$ cat config.mk
export PLATFORM = sky130hd
export DESIGN_NAME = dlx_wb_fifo
export DESIGN_NICKNAME = d
export VERILOG_FILES = /design/src/rtl/dlx_wb_fifo.sv
export SDC_FILE = /design/constraint.sdc
export NUM_CORES = 1
export LEC_CHECK = 0
export ABC_AREA = 1
export CORE_MARGIN = 1.5
export CORE_UTILIZATION = 50
export CTS_CLUSTER_SIZE = 24
export DETAILED_ROUTE_END_ITERATION = 10
export DONT_BUFFER_PORTS = 1
export PLACE_DENSITY = 0.68
export SETUP_SLACK_MARGIN = 0.15
export SKIP_CTS_REPAIR_TIMING = 1
export SLEW_MARGIN = 20
export SYNTH_ARGS = -nofsm -noshare
export SYNTH_HDL_FRONTEND = slang
export SYNTH_SLANG_ARGS = --single-unit
export TNS_END_PERCENT = 20
$ cat constraint.sdc
create_clock -name clock -period 3.7 [get_ports clock]
set_clock_uncertainty 0.1 [all_clocks]
set_input_delay 0.37 -clock clock [delete_from_list [all_inputs] [get_ports clock]]
set_output_delay 0.37 -clock clock [all_outputs]
set_load 0.02 [all_outputs]
$ cat src/rtl/dlx_wb_fifo.sv
// rtl/dlx_wb_fifo.sv - synchronous FIFO of expected writebacks with combinational head
module dlx_wb_fifo #(
  parameter int WIDTH = 37,
  parameter int DEPTH = 16
) (
  input  logic             clock,
  input  logic             reset,
  input  logic             push,
  input  logic [WIDTH-1:0] push_data,
  input  logic             pop,
  output logic [WIDTH-1:0] head_data,
  output logic             full,
  output logic             empty
);

  localparam int PTR_W = $clog2(DEPTH);

  logic [WIDTH-1:0] mem [DEPTH];
  logic [PTR_W-1:0] rd_ptr;
  logic [PTR_W-1:0] wr_ptr;
  logic [PTR_W:0]   count;
  logic             do_push;
  logic             do_pop;

  assign empty     = (count == '0);
  assign full      = (count == (PTR_W+1)'(DEPTH));
  assign do_pop    = pop & ~empty;
  // A pop in the same cycle frees the slot, so a push into a full queue is legal then.
  assign do_push   = push & (~full | do_pop);
  assign head_data = mem[rd_ptr];

  always_ff @(posedge clock or negedge reset) begin
    if (!reset) begin
      rd_ptr <= '0;
      wr_ptr <= '0;
      count  <= '0;
    end else begin
      if (do_push) wr_ptr <= wr_ptr + 1'b1;
      if (do_pop)  rd_ptr <= rd_ptr + 1'b1;
      case ({do_push, do_pop})
        2'b10:   count <= count + 1'b1;
        2'b01:   count <= count - 1'b1;
        default: count <= count;
      endcase
    end
  end

  always_ff @(posedge clock) begin
    if (do_push) mem[wr_ptr] <= push_data;
  end

endmodule

==> impl_metrics.csv <==
group,metric,value,unit
synth,yosys_most_used_dff,"edfxtp_1",
clock_tree,cts.sinks,605,
synth,avgSynthCellArea,13.2,sq um
synth,async_flop_share,2.15,%
grt,grt_pass1_vias,14218,
sta,timing.final.ws_setup,226,ps
grt,grt_max_degree,165,
detailed_routing,routed_wl,57200,um
hold_path,min_path_cells,5,
detailed_routing,drc,0,
status,status,"complete, but fails checks",
die,start_util,50.5,%
die,core_area,0.0476,sq mm
sta,worst_pin_slew,949,ps
pwr,p_total,21.3,mW
cells_and_area,drive_gt1_share,7.74,%
clock_tree,cts_tree,"yes",
clock_tree,root_buffer,"clkbuf_16",
die,die_w,222,um
sta,post-route-min-period,3470,ps
sta,finalSetupTns,0,ps
critical_path,cp_slowest_cell,"dfrtp_4",
detailed_routing,wire_per_inst,22.9,um
critical_path,crit_fanout,164,
sta,slew_headroom,36.7,%
grt,met3_usage,4.54,%
sta,rsz0062_at_grt,"false",
die,ios,80,
die,dieArea,0.0494,sq mm
clock_tree,cts_buffers,58,
clock_tree,ctsHtreeMaxLevel,2,
synth,synth_most_common_cell,"edfxtp_1",
grt,busiest_layer,"met2",
pwr,power.density,788,mW/mm^2
synth,yosysWarnings,0,
cells_and_area,area.sequential,0.0181,sq mm
synth,syn_inst,1822,
synth,synth_area_leaders,"edfxtp_1 (74%), nor2_1 (6.4%), o21ai_0 (5.7%), o211ai_1 (4.6%), nand3_1 (1.7%)",
synth,syn_nets,1872,
sta,finalCritPeriodShare,93.9,%
detailed_routing,firstDrtPassIters,5,
hold_path,hold_start,"push",
synth,yosysSeqAreaShare,75.2,%
critical_path,slowest_delay,660,ps
sta,setup-violations-final,0,
clock_tree,clock_latency,620,ps
grt,grt_util_met1,32.1,%
synth,yosysTopAreaCell,"edfxtp_1",
die,dieHeight,222,um
detailed_routing,drt_iter0_drc,1547,
synth,netlist.area_leader.share,73.9,%
critical_path,r2r_cells,7,
critical_path,critPathKind,"flip-flop to primary output",
clock_tree,path_clk_slew,70,ps
pwr,p_leak,8.78,nW
detailed_routing,routed_via_density,5.94,
grt,grt-ovfl-total,0,
critical_path,worstPathArrival,3000,ps
sta,max_freq,288,MHz
critical_path,end_kind,"primary output",
synth,yosysUniqueCellTypes,27,
grt,antenna_found_initial,4,
pwr,irDropWorstVdd,0.000491,V
critical_path,r2r-start,"count[1]$_DFFE_PN0P_",
hold_path,hold_end,"count[4]$_DFFE_PN0P_",
critical_path,reg2reg_slack,910,ps
synth,synth_seq_cells,605,
critical_path,crit_chain,"buf_12, o21ai_0, o211ai_1, nand3_1, nand2_1",
cells_and_area,final_net_count,1891,
cells_and_area,fillers,3692,
die,core.rowCount,80,
critical_path,start_kind,"flip-flop",
clock_tree,cts.path.max_buffers,3,
synth,synth_common_cells,"edfxtp_1 (592), nor2_1 (409), o21ai_0 (275)",
hold_path,min_path_type,"primary input to flip-flop",
grt,gr-usage-all-layers,22.9,%
synth,synth_edf_count,592,
placed_design,routabilityCongestion,0.797,
cells_and_area,multi_input_area,0.00528,sq mm
sta,drv_slew,0,
cells_and_area,syn_to_final_growth,12.5,%
placed_design,dp_worst_setup_slack,917,ps
detailed_routing,num_vias,14871,
detailed_routing,antenna_left,0,
critical_path,r2r-end,"mem[13][24]$_DFFE_PP_",
run,maxCapViolCount,0,
sta,finalHoldViolCount,1,
grt,grt_pass1_wl,85800,um
grt,grt_util_met2,36.2,%
placed_design,numPortBuffers,0,
critical_path,worstPathRequired,3230,ps
placed_design,hpwl,30100,um
synth,syn_area,0.0241,sq mm
sta,timing.hold.ws,-12.8,ps
status,violations,"hold timing",
[worst max path at each step]
stage          cells past startpoint                   from  slack [ps]               endpoint
2_1_floorplan                      6   count[1]$_DFFE_PN0P_         690    mem[0][0]$_DFFE_PP_
3_3_place_gp                       7   count[1]$_DFFE_PN0P_         910  mem[13][17]$_DFFE_PP_
3_5_place_dp                       7   count[1]$_DFFE_PN0P_         920  mem[13][22]$_DFFE_PP_
4_1_cts                            5  rd_ptr[0]$_DFFE_PN0N_         340          head_data[26]
5_1_grt                            5  rd_ptr[1]$_DFFE_PN0N_         180          head_data[35]
6_report                           5  rd_ptr[1]$_DFFE_PN0N_         230           head_data[8]
[final cells by class]
class	instances	share of cell area, %
Inverter	46	0.670
Multi-Input combinational cell	1049	19.5
Sequential cell	605	66.9
Timing Repair Buffer	81	3.31
Antenna cell	1	0.00925
Tap cell	615	2.84
Clock buffer	69	5.52
Clock inverter	36	1.18
[metrics by stage]
step	std cells	area, sq um	utilization (%)	hold slack, ps
floorplan	1822	24100	-	-25.6
global placement	2356	24800	52.1	-24.5
detailed placement	2356	24800	52.1	-24.7
CTS	2461	26700	55.9	-687
global route	2502	27100	56.8	63.0
finish	2502	27100	56.8	-12.8
[metal layers]
| layer | share of wire (%) | wire length (um) |
|---|---|---|
| met2 | 47 | 26800 |
| met1 | 42 | 24200 |
| met3 | 8.1 | 4640 |
| met4 | 2.7 | 1550 |
| met5 | 0.059 | 34 |
[logic make-up after synthesis]
logic type	Yosys count	synth area share (%)
adders and majority gates	9	0.499
DFF	605	75.2
and+or+nand+nor	550	9.04
AOI/OAI and AO/OA	481	11.6
buffers and inverters	168	3.31
xor gates and xnor gates	9	0.328
[placed cells by master, fill, tap and decap left out, types with 26 or more instances in the layout]
cell	instances
edfxtp_1	592
nor2_1	393
o21ai_0	275
o211ai_1	147
nand3_1	82
clkbuf_16	58
nand2_1	56
inv_1	42
dlygate4sd3_1	40
a21oi_1	32
buf_4	26
[critical path, delay by kind of cell, from the launching register on]
kind | cells | cell delay [ps]
DFF | 1 | 660
buffers and inverters | 1 | 420
and+or+nand+nor | 2 | 480
AOI/OAI and AO/OA | 2 | 470
[report_power, final]
group          internal [mW]  switching [mW]
clock                   3.16            2.49
sequential              8.25           0.262
combinational           1.88            5.28
[registers in the layout, summed over array words and instances, names as in the netlist]
signal / count
rd_ptr: 4
wr_ptr: 4
count: 5
mem: 592
Power figures use the tool's default switching activity.
